<file path="src/rtl/somador_serial_4b.sv">
// Bit-serial adder: one full-adder cell and a carry flop, LSB first, one bit per clock.
// Define SOMADOR_SERIAL_OVF_EN to add the registered two's-complement overflow output ovf.
module somador_serial_4b #(
    parameter int WIDTH = 4
) (
    input  logic             clk,
    input  logic             rst,
    input  logic             start,
    input  logic [WIDTH-1:0] a,
    input  logic [WIDTH-1:0] b,
    input  logic             cin,
    output logic             busy,
    output logic             done,
    output logic [WIDTH-1:0] s,
    output logic             cout
`ifdef SOMADOR_SERIAL_OVF_EN
    ,
    output logic             ovf
`endif
);

    localparam int CW = (WIDTH > 2) ? $clog2(WIDTH) : 1;

    typedef enum logic [1:0] {
        IDLE = 2'd0,
        ADD  = 2'd1,
        DONE = 2'd2
    } state_t;

    state_t           state;
    state_t           state_n;
    logic [WIDTH-1:0] sh_a;
    logic [WIDTH-1:0] sh_b;
    logic [WIDTH-2:0] sh_s;
    logic             carry;
    logic [CW-1:0]    cnt;

    logic             load;
    logic             last;
    logic             sum_bit;
    logic             carry_n;
    logic [WIDTH-1:0] s_next;

    assign busy    = (state == ADD);
    assign done    = (state == DONE);
    assign load    = (state != ADD) && start;
    assign last    = (cnt == CW'(WIDTH - 1));
    assign sum_bit = sh_a[0] ^ sh_b[0] ^ carry;
    assign carry_n = (sh_a[0] & sh_b[0]) | (sh_a[0] & carry) | (sh_b[0] & carry);
    // Sum bits enter at the top, so the final shift leaves the whole sum aligned.
    assign s_next  = {sum_bit, sh_s};

    always_ff @(posedge clk) begin
        if (rst) begin
            state <= IDLE;
        end else begin
            state <= state_n;
        end
    end

    always_comb begin
        state_n = state;
        case (state)
            IDLE:    if (start) state_n = ADD;
            ADD:     if (last) state_n = DONE;
            DONE:    state_n = start ? ADD : IDLE;
            default: state_n = IDLE;
        endcase
    end

    always_ff @(posedge clk) begin
        if (rst) begin
            sh_a  <= '0;
            sh_b  <= '0;
            sh_s  <= '0;
            carry <= 1'b0;
            cnt   <= '0;
            s     <= '0;
            cout  <= 1'b0;
`ifdef SOMADOR_SERIAL_OVF_EN
            ovf   <= 1'b0;
`endif
        end else if (load) begin
            sh_a  <= a;
            sh_b  <= b;
            carry <= cin;
            cnt   <= '0;
        end else if (state == ADD) begin
            sh_a  <= sh_a >> 1;
            sh_b  <= sh_b >> 1;
            sh_s  <= s_next[WIDTH-1:1];
            carry <= carry_n;
            cnt   <= cnt + 1'b1;
            if (last) begin
                s    <= s_next;
                cout <= carry_n;
`ifdef SOMADOR_SERIAL_OVF_EN
                // On the last bit, carry is the carry into the MSB.
                ovf  <= carry ^ carry_n;
`endif
            end
        end
    end

endmodule

</file>
<file path="config.mk">
export PLATFORM = sky130hd
export DESIGN_NAME = somador_serial_4b
export DESIGN_NICKNAME = d
export VERILOG_FILES = /design/src/rtl/somador_serial_4b.sv
export SDC_FILE = /design/constraint.sdc
export NUM_CORES = 1
export LEC_CHECK = 0
export ABC_CLOCK_PERIOD_IN_PS = 1600
export CORE_UTILIZATION = 31
export CTS_BUF_LIST = sky130_fd_sc_hd__clkbuf_4 sky130_fd_sc_hd__clkbuf_8 sky130_fd_sc_hd__clkbuf_16
export DETAILED_ROUTE_END_ITERATION = 6
export PLACE_DENSITY_LB_ADDON = 0.3
export SYNTH_ARGS = -nofsm -noshare
export SYNTH_HDL_FRONTEND = slang
export SYNTH_SLANG_ARGS = --single-unit
export TNS_END_PERCENT = 1
</file>
<file path="constraint.sdc">
create_clock -name clk -period 1.6 [get_ports clk]
set_clock_uncertainty 0.2 [all_clocks]
set_input_delay 0.48 -clock clk [delete_from_list [all_inputs] [get_ports clk]]
set_output_delay 0.48 -clock clk [all_outputs]
set_load 0.02 [all_outputs]
</file>
# [After elaboration in Yosys (flattened, before gate mapping)]
# Cells that the tools add are included.
# Widths: inputs -> output; s select.
[classes] addsub=1 bitwise=8 n_reduce_logical=7 n_mux=10 eq_ne=6
[op_table] cell="$mux 4" n=4
[op_table] cell="$pmux 2 s3" n=1
[op_table] cell="$eq 2x2->1 const B" n=2
[op_table] cell="$mux 2" n=2
[op_table] cell="$ne 2x1->1 const B" n=2
[op_table] cell="$reduce_and 2->1" n=2
[op_table] cell="$and 1x1->1" n=3
[op_table] cell="$mux 1" n=3
[op_table] cell="$reduce_and 3->1" n=1
[op_table] cell="$add 2x1->2 const B" n=1
[op_table] cell="$eq 2x1->1 const B" n=1
[op_table] cell="$logic_not 2->1" n=1
[op_table] cell="$ne 2x2->1 const B" n=1
[op_table] cell="$or 1x1->1" n=2
[op_table] cell="$reduce_bool 2->1" n=1
[op_table] cell="$reduce_or 2->1" n=1
[op_table] cell="$xor 1x1->1" n=2
[op_table] cell="$logic_and 1x1->1" n=1
[op_table] cell="$not 1->1" n=1
[word_totals] in_bits=12 reg_bits=21

# [Depth between registers and ports, before layout]
# Gate-level depths: netlist of run 1.
[logic_depth] depth_word=5 ltp_mapped=5 ltp_nobuf=4

# [Worst setup path after synthesis of run 1]
# OpenSTA, ideal clock, no wires.
[synth_path] kind="register to output" from="reg state[1]" to="out busy" setup_slack_ns=0.223 stages_incl_launch_ff=4 arrival_time_ns=0.697 path_cell_list="dfxtp_1 > nand2b_1 > inv_2 > buf_4"
[synth_between] elab_chain_cells=1
[synth_lines] item="from (decl)" line_no="30" rtl="state_t state;"
[synth_lines] item="from (signal assigned)" line_no="57" rtl="state <= state_n;"
[synth_lines] item="$eq 2x1->1" line_no="44" rtl="assign busy = (state == ADD);"
[synth_lines] item="to (decl)" line_no="12" rtl="output logic busy,"
# No other way between the ends.

# [Worst setup path in the final report of run 1]
# Ends and elaborated chain as after synthesis.

==> metrics, run 1 <==
final setup margin=-0.03100 ns; synth top area cells=dfxtp_1, mux2i_1, a211oi_1; critical path class=flip-flop to primary output; cells after synthesis=92; global-route met3 utilization=1.111%; worst path buffer plus inverter count=2; P_int=730.1 uW; Critical Path Fanout Max=3; cts bufs inserted=3; area share of the largest cell type after synthesis=49.12%; antenna violations before repair=0; Syn Area/Cell=a little over 9 um^2; clock-pin slew on the worst setup and hold paths=~0.12 ns; die area=2975 um^2; DRC=0; Least-Margin Pin Slew=0.2476 ns; CTS H-tree depth=1; count of cell types in the netlist=20; fin area=1137 um^2; met1 GRT Util=a little under a fifth; WL final=1.712 mm; CP arrival=0.95 ns; min Tclk post-route=1.631 ns; crit start category=flip-flop; IO Pins=19; Final ANT Viol Nets=0; worst-skew pair later-pin latency=0.30 ns; Post-Place Cells=139; GR peak layer=met2; Final Hold Viols=0; GRT Overall Usage=13.85%; detailed-route via count=715; CTS root buffer=clkbuf_4; Die Wd=54.54 um; critical path cell sequence=nand2b_4, inv_2, buf_6; Comb pwr share=16.0%; sequential power share=roughly three fifths; final setup vio count=2; MaxCap Viol Count=0; final hold slack=0.2590 ns; sequential cell area fraction in the yosys report=49.12%; CP max stage delay=0.35 ns; final core utilization=44.69%; pwr dens=858.0 nW/um^2; Ant. Diodes=0; area leader, netlist=dfxtp_1; Final Cycle Share=101.9%; die height=54.54 um; CTS sink count=21; area added between synthesis and finish=32.89%; Core Region=approximately 2500 um^2; Fmax=613.1 MHz; CTS tree=built; sw frac=25.18%; Worst path slowest cell=dfxtp_2; part of the power in the clock network=around 26%; synthesis warning total=0; Pre-antenna DRT Iters=4; total grt overflow=0; Leak=0.0004679 uW; gp weighted congestion=0.6943; Net Switching=245.7 uW; Rows=18; status=complete, but fails checks; max_slew headroom=a little over four fifths; crit end category=primary output; failing checks=setup timing; Seq cells post-synth=21; RSZ-0062 raised after global routing=yes; GRT met2 Usage=22.56%; Max VDD drop=0.0004399 V; max-slew violations=0; first-pass GRT wire length=2.898 mm; wire per inst=11.81 um; 1st-iter DRT viols=15; Area after DPL=~1100 um^2; Hold Crit Class=flip-flop to flip-flop; pin count of the biggest net entering global routing=22; cell family with most CP delay=flip-flops; fin nets=130; share of layout cells above drive strength 1=approximately a fifth; PortBufs=18; fin cells=approximately 150; Initial Utilization=33.63%; HPWL after DPL=1.228 mm; Req. time, crit path=0.92 ns; vias per cell=4.931; Synth Cell Area=855.8 um^2; vias in the first global route=roughly 670; Post-Syn Nets=around 110; clock buffer depth=2
## power groups by stage
stage / clock (uW) / combinational [uW] / sequential, uW
final: 248 / 156 / 571
after global routing: 281 / 175 / 577
after CTS: 259 / 155 / 572
after detailed placement: 0 / 148 / 581
after global placement: 0 / 148 / 580
after floorplan: 0 / 91.6 / 576
## synthesized netlist by cell type
cell and instances:
a211oi_1 7, a21oi_1 10, a2bb2oi_1 1, buf_2 1, buf_4 2, buf_6 1, clkbuf_1 2, dfxtp_1 21
fa_1 1, ha_1 1, inv_1 1, inv_2 1, mux2i_1 9, nand2_1 12, nand2b_1 2, nand3_1 5
nand3b_1 3, nor2_1 9, nor2b_1 1, nor3_1 2
## placed cells by master (no fill, tap or decap), types with 2 or more instances in the layout
cell              n
a211oi_1          7
clkdlybuf4s50_1  11
buf_2             5
buf_6             2
buf_4             5
a21oi_1          10
nand3b_1          3
nor2_1            9
nor3_1            2
nand2_1          12
clkbuf_4          3
buf_12            2
dfxtp_1          19
nand3_1           5
mux2i_1           9
## registers in the layout, summed over array words and instances, names as in the netlist
register and cells:
sh_a 4, carry 1, cout 1, sh_s 3
cnt 2, sh_b 4, s 4, state 2
## per-layer routing
metal	vias to the layer above	part of all wire, %
met4	0	2.1
met2	17	48
met3	4	5.3
met1	329	45
met5	-	0
li1	365	-
## final cells by class
class                           count  area (um^2)
Tap cell                           30        37.54
Timing Repair Buffer               25        235.2
Clock inverter                      1        5.005
Clock buffer                        3        22.52
Inverter                            2        7.507
Sequential cell                    21        425.4
Multi-Input combinational cell     63        404.1
Fill cell                         266         1408
## cells by family (layout without fill, tap and decap cells)
kind of cell,after synthesis,after routing,share of synthesized area (%)
compound gates,18,18,13.01
fa+ha+maj,2,2,3.801
buf+inv,8,31,5.408
flops,21,21,49.12
mux,9,9,10.53
simple gates,34,34,18.13
## per-stage QoR
stage	total power (uW)	setup slack [ns]	TNS, ns
2_1_floorplan	668.1	0.2235	0
3_3_place_gp	728.0	-0.2241	-1.667
3_5_place_dp	729.8	-0.2318	-1.790
4_1_cts	985.4	-0.03962	-0.06654
5_1_grt	1033	-0.08088	-0.1504
6_report	975.8	-0.03100	-0.05706
## tightest hold or removal path: stages (launching register included)
cell and delay, ns:
dfxtp_1 0.32, nand2_1 0.05, a21oi_1 0.05
## repair_timing
| item | in CTS | in global routing |
|---|---|---|
| gates resized for setup | 35 | 3 |
| hold endpoints to repair | 0 | 0 |
| hold buffers | 0 | 0 |
| setup endpoints to repair | 7 | 4 |
| setup buffers | 1 | 1 |
## worst paths after layout
kind	start	depth (start not counted)	slack, ns	to
min reg2reg	cout	2	0.26	cout
max	state[1]	3	-0.03	busy
max reg2reg	state[1]	7	0.20	s[0]
min	cout	2	0.26	cout
Note: power is estimated with default switching activity, not from simulation.
==> run 2, diff against run 1 <==
--- a/config.mk
+++ b/config.mk
@@ -5,7 +5,9 @@
 export SDC_FILE = /design/constraint.sdc
 export NUM_CORES = 1
 export LEC_CHECK = 0
+export ABC_AREA = 1
 export ABC_CLOCK_PERIOD_IN_PS = 1600
+export CAP_MARGIN = 20
 export CORE_UTILIZATION = 31
 export CTS_BUF_LIST = sky130_fd_sc_hd__clkbuf_4 sky130_fd_sc_hd__clkbuf_8 sky130_fd_sc_hd__clkbuf_16
 export DETAILED_ROUTE_END_ITERATION = 6
==> metrics, run 2 <==
fin nets=164 (+26%); most common cell after layout, fill and taps aside=nand2_1; cells after synthesis=122 (+33%); worst-skew pair later-pin latency=0.30 ns (about the same); clock-pin slew on the worst setup and hold paths=0.12 ns (about the same); die area=3184 um^2 (+7.1%); Seq cells post-synth=21 (unchanged); final setup vio count=2 (unchanged); most frequent cells after synthesis=nand2_1, nand3_1, dfxtp_1; clock buffer depth=2 (unchanged); Synth Cell Area=918.4 um^2 (+7.3%); Critical Path Fanout Max=3 (unchanged); Hold Crit Class=flip-flop to flip-flop; sequential power share=56.4% (-2.1 points); cts bufs inserted=3 (unchanged); wire per inst=10.63 um (-10%); synth top area cells=dfxtp_1, nand3_1, nand2_1; crit end category=primary output; cell family with most CP delay=flip-flops; Largest regs=s x4, sh_a x4, sh_b x4; Pwr Total=1000 uW (+2.5%); most common cell in the netlist=nand2_1; critical path class=flip-flop to primary output; Post-synth ARST share=0% (unchanged); WL final=1.913 mm (+12%); crit start category=flip-flop; max-slew violations=0 (unchanged); Max VDD drop=0.0005665 V (+29%); fin area=1200 um^2 (+5.5%); failing checks=setup timing; Post-synth EDFFs=0 (unchanged); Final Hold Viols=0 (unchanged); Syn Area/Cell=7.528 um^2 (-19%); CTS root buffer=clkbuf_4; part of the power in the clock network=27.5% (+2.0 points); synthesis warning total=0 (unchanged); final setup margin=-0.04003 ns (-0.009034 ns); IO Pins=19 (unchanged); Comb pwr share=16.1% (about the same); pwr dens=833.5 nW/um^2 (-2.9%); Rows=19 (+1); CTS tree=built; gp weighted congestion=0.7060 (+1.7%); share of layout cells above drive strength 1=20.13% (+0.13 points); Worst path slowest cell=dfxtp_4; die height=56.43 um (+3.5%); total grt overflow=0 (unchanged); max_slew headroom=83.87% (+0.42 points); GRT Overall Usage=13.16% (-0.68 points); MaxCap Viol Count=0 (unchanged); Initial Utilization=33.02% (-0.61 points); vias per cell=4.706 (-4.6%); vias in the first global route=791 (+19%); HPWL after DPL=1.366 mm (+11%); sequential cell area fraction in the yosys report=45.78% (-3.3 points); Final ANT Viol Nets=0 (unchanged); Hold Buf Count CTS=0 (unchanged); area added between synthesis and finish=30.65%; CP max stage delay=0.40 ns (+0.05 ns); min Tclk post-route=1.640 ns (+0.009034 ns); antenna violations before repair=0 (unchanged); CTS H-tree depth=1 (unchanged); Pre-antenna DRT Iters=4 (unchanged); RSZ-0062 raised after global routing=yes; PortBufs=18 (unchanged); DRC=0 (unchanged); 1st-iter DRT viols=20 (+5); setup_tns=-0.05868 ns (-0.001624 ns); Net Switching=258.3 uW (+5.1%); critical path cell sequence=inv_4, nor2_4, buf_6; Area after DPL=1167 um^2 (+6.4%); Leak=0.0005886 uW (+26%); Die Wd=56.43 um (+3.5%); CTS sink count=21 (unchanged); Fmax=609.7 MHz (-0.55%); Core Region=2781 um^2 (+9.3%); Post-Syn Nets=136 (+28%); pin count of the biggest net entering global routing=22 (unchanged); worst path buffer plus inverter count=2 (unchanged); detailed-route via count=847 (+18%); commonest cells after routing, fill and taps aside=nand2_1, nand3_1, dfxtp_1; P_int=741.7 uW (+1.6%); final core utilization=43.14% (-1.6 points); Least-Margin Pin Slew=0.2417 ns (-0.005870 ns); area share of the largest cell type after synthesis=45.78% (-3.3 points); Req. time, crit path=0.92 ns (about the same); ys flop type=dfxtp_1; Final Cycle Share=102.5% (+0.56 points); CP arrival=0.96 ns (about the same); Ant. Diodes=0 (unchanged); Setup Slack @ Placement=-0.2240 ns (+0.007824 ns); area leader, netlist=dfxtp_1; status=complete, but fails checks; count of cell types in the netlist=15 (-25%); first-pass GRT wire length=3.318 mm (+14%); sw frac=25.83% (+0.65 points)
-- run 2: cell count changes after synthesis, moves of 5 or more --
| cell | before | now |
|---|---|---|
| mux2i_1 | 9 | 0 |
| a21oi_1 | 10 | 4 |
| a211oi_1 | 7 | 0 |
| nand2_1 | 12 | 28 |
| o21ai_0 | 0 | 5 |
| inv_1 | 1 | 12 |
| nand3_1 | 5 | 27 |
-- run 2: through the flow --
step / std cells / hold slack, ns
2_1_floorplan: 122 / 0.2331
3_3_place_gp: 175 / 0.2472
3_5_place_dp: 175 / 0.2615
4_1_cts: 180 / 0.2798
5_1_grt: 180 / 0.3050
6_report: 180 / 0.2760
-- run 2: repair_timing --
| item | 4_1_cts | 5_1_grt |
|---|---|---|
| pin swaps | 1 | 1 |
| endpoints found under the setup margin | 7 | 5 |
| hold endpoints to repair | 0 | 0 |
| buffers inserted | 1 | 0 |
| resized for setup | 35 | 5 |
| cloned | 0 | 0 |
-- run 2: tightest hold or removal path: cells and delay by family, from the launching register on --
kind | cells | cell delay, ns
and+or+nand+nor | 2 | 0.12
DFF | 1 | 0.33
-- run 2: cells by family (layout without fill, tap and decap cells) --
kind of cell,after synthesis,in the layout,share of synthesized area (%)
buffers and inverters,19,46,11.17
flip-flops,21,21,45.78
AO/OA/AOI/OAI,9,9,4.904
adder cells (fa/ha/maj),2,2,3.542
AND/OR/NAND/NOR,70,70,33.65
XOR/XNOR,1,1,0.9539
-- run 2: power groups by stage --
stage | combinational (uW) | sequential (uW) | clock, uW
finish | 161 | 564 | 275
global route | 180 | 568 | 318
CTS | 162 | 565 | 288
detailed placement | 161 | 576 | 0
global placement | 156 | 574 | 0
floorplan | 98.9 | 573 | 0
-- run 2: cell type report --
cell class,count,area (um^2)
inverter,14,55.05
fill,289,1582
tap,31,38.79
multi-input combinational,82,402.9
timing repair buffer,28,245.2
clock buffer,4,30.03
sequential,21,427.9
-- run 2: per-layer routing --
metal  share of wire [%]  vias up  GRT usage [%]
met5                   0        -              0
met4                   0        0          2.091
met3                 5.6        0          4.839
met2                  49       25          23.36
met1                  45      378          15.24
li1                    -      444              -
-- run 2: worst paths after layout --
check | start | end | slack, ns | depth (start not counted)
max reg2reg | state[1] | sh_a[1] | 0.17 | 9
min reg2reg | s[1] | s[1] | 0.28 | 2
max | state[0] | busy | -0.04 | 3
min | s[1] | s[1] | 0.28 | 2
==> run 3, diff against run 2 <==
--- a/config.mk
+++ b/config.mk
@@ -8,10 +8,13 @@
 export ABC_AREA = 1
 export ABC_CLOCK_PERIOD_IN_PS = 1600
 export CAP_MARGIN = 20
+export CELL_PAD_IN_SITES_DETAIL_PLACEMENT = 1
+export CELL_PAD_IN_SITES_GLOBAL_PLACEMENT = 1
 export CORE_UTILIZATION = 31
 export CTS_BUF_LIST = sky130_fd_sc_hd__clkbuf_4 sky130_fd_sc_hd__clkbuf_8 sky130_fd_sc_hd__clkbuf_16
 export DETAILED_ROUTE_END_ITERATION = 6
 export PLACE_DENSITY_LB_ADDON = 0.3
+export SLEW_MARGIN = 20
 export SYNTH_ARGS = -nofsm -noshare
 export SYNTH_HDL_FRONTEND = slang
 export SYNTH_SLANG_ARGS = --single-unit
==> metrics, run 3 (synthesis results as in run 2) <==
status=complete, but fails checks; failing checks=setup timing; max_slew headroom=78.68% (-5.2 points); clock buffer depth=2 (unchanged); PortBufs=18 (unchanged); critical path class=flip-flop to primary output; RSZ-0062 raised after global routing=yes; total grt overflow=0 (unchanged); Final Cycle Share=101.3% (-1.2 points); die height=56.43 um (unchanged); min Tclk post-route=1.621 ns (-0.01944 ns); antenna violations before repair=0 (unchanged); worst reg2reg endpoint=sh_s[2]; vias in the first global route=899 (+14%); Core Region=2781 um^2 (unchanged); Rows=19 (unchanged); Ant. Diodes=0 (unchanged); first-pass GRT wire length=3.732 mm (+12%); Critical Path Fanout Max=3 (unchanged); Die Wd=56.43 um (unchanged); Initial Utilization=33.02% (unchanged); most common cell after layout, fill and taps aside=nand2_1; CTS tree=built; area added between synthesis and finish=26.70%; IO Pins=19 (unchanged); die area=3184 um^2 (unchanged); Critical path destination=busy; Req. time, crit path=0.92 ns (about the same); final hold slack=0.2748 ns (-0.001255 ns); FILL cells=362 (+25%); WL final=2.144 mm (+12%); final setup margin=-0.02059 ns (+0.01944 ns); Final ANT Viol Nets=0 (unchanged); setup_tns=-0.04042 ns (+0.01826 ns); CTS sink count=21 (unchanged); GRT Overall Usage=14.99% (+1.8 points); Least-Margin Pin Slew=0.3195 ns (+0.07779 ns); CP arrival=0.94 ns (-0.02 ns); wire per inst=11.98 um (+13%); cts bufs inserted=3 (unchanged); Critical R2R Launch=sh_a[0]; commonest cells after routing, fill and taps aside=nand2_1, nand3_1, dfxtp_1, nor2_1; Leak=0.0005772 uW (-1.9%); crit start category=flip-flop; crit end category=primary output; final setup vio count=2 (unchanged); max-slew violations=0 (unchanged); Hold Buf Count CTS=0 (unchanged); vias per cell=4.771 (+1.4%); final core utilization=41.84% (-1.3 points); pin count of the biggest net entering global routing=22 (unchanged); Worst Reg-to-Reg Cells=3 (-6); HPWL after DPL=1.612 mm (+18%); worst-skew pair later-pin latency=0.30 ns (about the same); CTS root buffer=clkbuf_4; DRC=0 (unchanged); MaxCap Viol Count=0 (unchanged); detailed-route via count=854 (+0.83%); CTS H-tree depth=1 (unchanged); 1st-iter DRT viols=13 (-35%); Max VDD drop=0.0004791 V (-15%); flop2flop setup slack=0.20 ns (+0.03 ns); fin nets=163 (-0.61%); clock-pin slew on the worst setup and hold paths=0.12 ns (about the same); Hold Crit Class=flip-flop to flip-flop; Largest regs=s x4, sh_a x4, sh_b x4; pwr dens=855.0 nW/um^2 (+2.6%); Fmax=617.1 MHz (+1.2%); gp weighted congestion=0.6980 (-1.1%); Final Hold Viols=0 (unchanged); Pre-antenna DRT Iters=4 (unchanged); Worst setup startpoint=state[0]; share of layout cells above drive strength 1=18.92% (-1.2 points)
run 3: cell types whose count changed in the layout (fill, tap and decap cells not counted):
cell / before / now
inv_4: 1 / 0
dfxtp_2: 0 / 1
inv_2: 2 / 3
nor2_1: 11 / 12
nor2_4: 2 / 1
buf_6: 2 / 1
buf_12: 1 / 0
buf_4: 9 / 10
dfxtp_4: 2 / 1
run 3: repair_timing:
action,in CTS,in global routing
resized for setup,32,3
endpoints found under the setup margin,7,4
buffers inserted,0,0
run 3: cell type report:
cell class                      instances  area, um^2  share of cell area [%]
Clock buffer                            4       30.03                   2.581
Multi-Input combinational cell         82       395.4                   33.98
Timing Repair Buffer                   27       221.5                   19.03
Sequential cell                        21       425.4                   36.56
Inverter                               14       52.55                   4.516
Tap cell                               31       38.79                   3.333
run 3: metal layers:
| layer | share of wire [%] | GRT usage [%] | vias up |
|---|---|---|---|
| met3 | 4.4 | 4.378 | 4 |
| met1 | 43 | 16.95 | 390 |
| met4 | 1.3 | 4.878 | 0 |
| met5 | 0 | 0 | - |
| li1 | - | - | 438 |
| met2 | 51 | 26.72 | 22 |
run 3: per-stage QoR:
step	cell area [um^2]	cells	worst slack, ns	power (uW)
after CTS	1174	179	-0.04691	1012
after global placement	1155	175	-0.1795	724.2
after global routing	1164	179	-0.08075	1051
final	1164	179	-0.02059	995.0
after detailed placement	1155	175	-0.1991	733.1
after floorplan	918.4	122	0.2135	671.6
run 3: worst min-delay path by stage:
| stage | from | to | slack (ns) | cells after the start |
|---|---|---|---|---|
| after floorplan | sh_a[3] | sh_a[3] | 0.23 | 2 |
| after global placement | sh_a[3] | sh_a[3] | 0.25 | 2 |
| after detailed placement | sh_s[2] | s[2] | 0.26 | 2 |
| after CTS | sh_s[2] | s[2] | 0.28 | 2 |
| after global routing | s[2] | s[2] | 0.30 | 2 |
| final | sh_s[2] | s[2] | 0.27 | 2 |
run 3: report_power, final:
| part | switching (uW) | total, uW | internal [uW] |
|---|---|---|---|
| registers | 16.5 | 563 | 547 |
| clock network | 163 | 277 | 114 |
| logic | 80.1 | 155 | 74.9 |
run 3: worst max-delay path: stages (launching register included):
cell	delay, ns
dfxtp_2	0.37
inv_2	0.06
nor2_4	0.09
buf_6	0.12
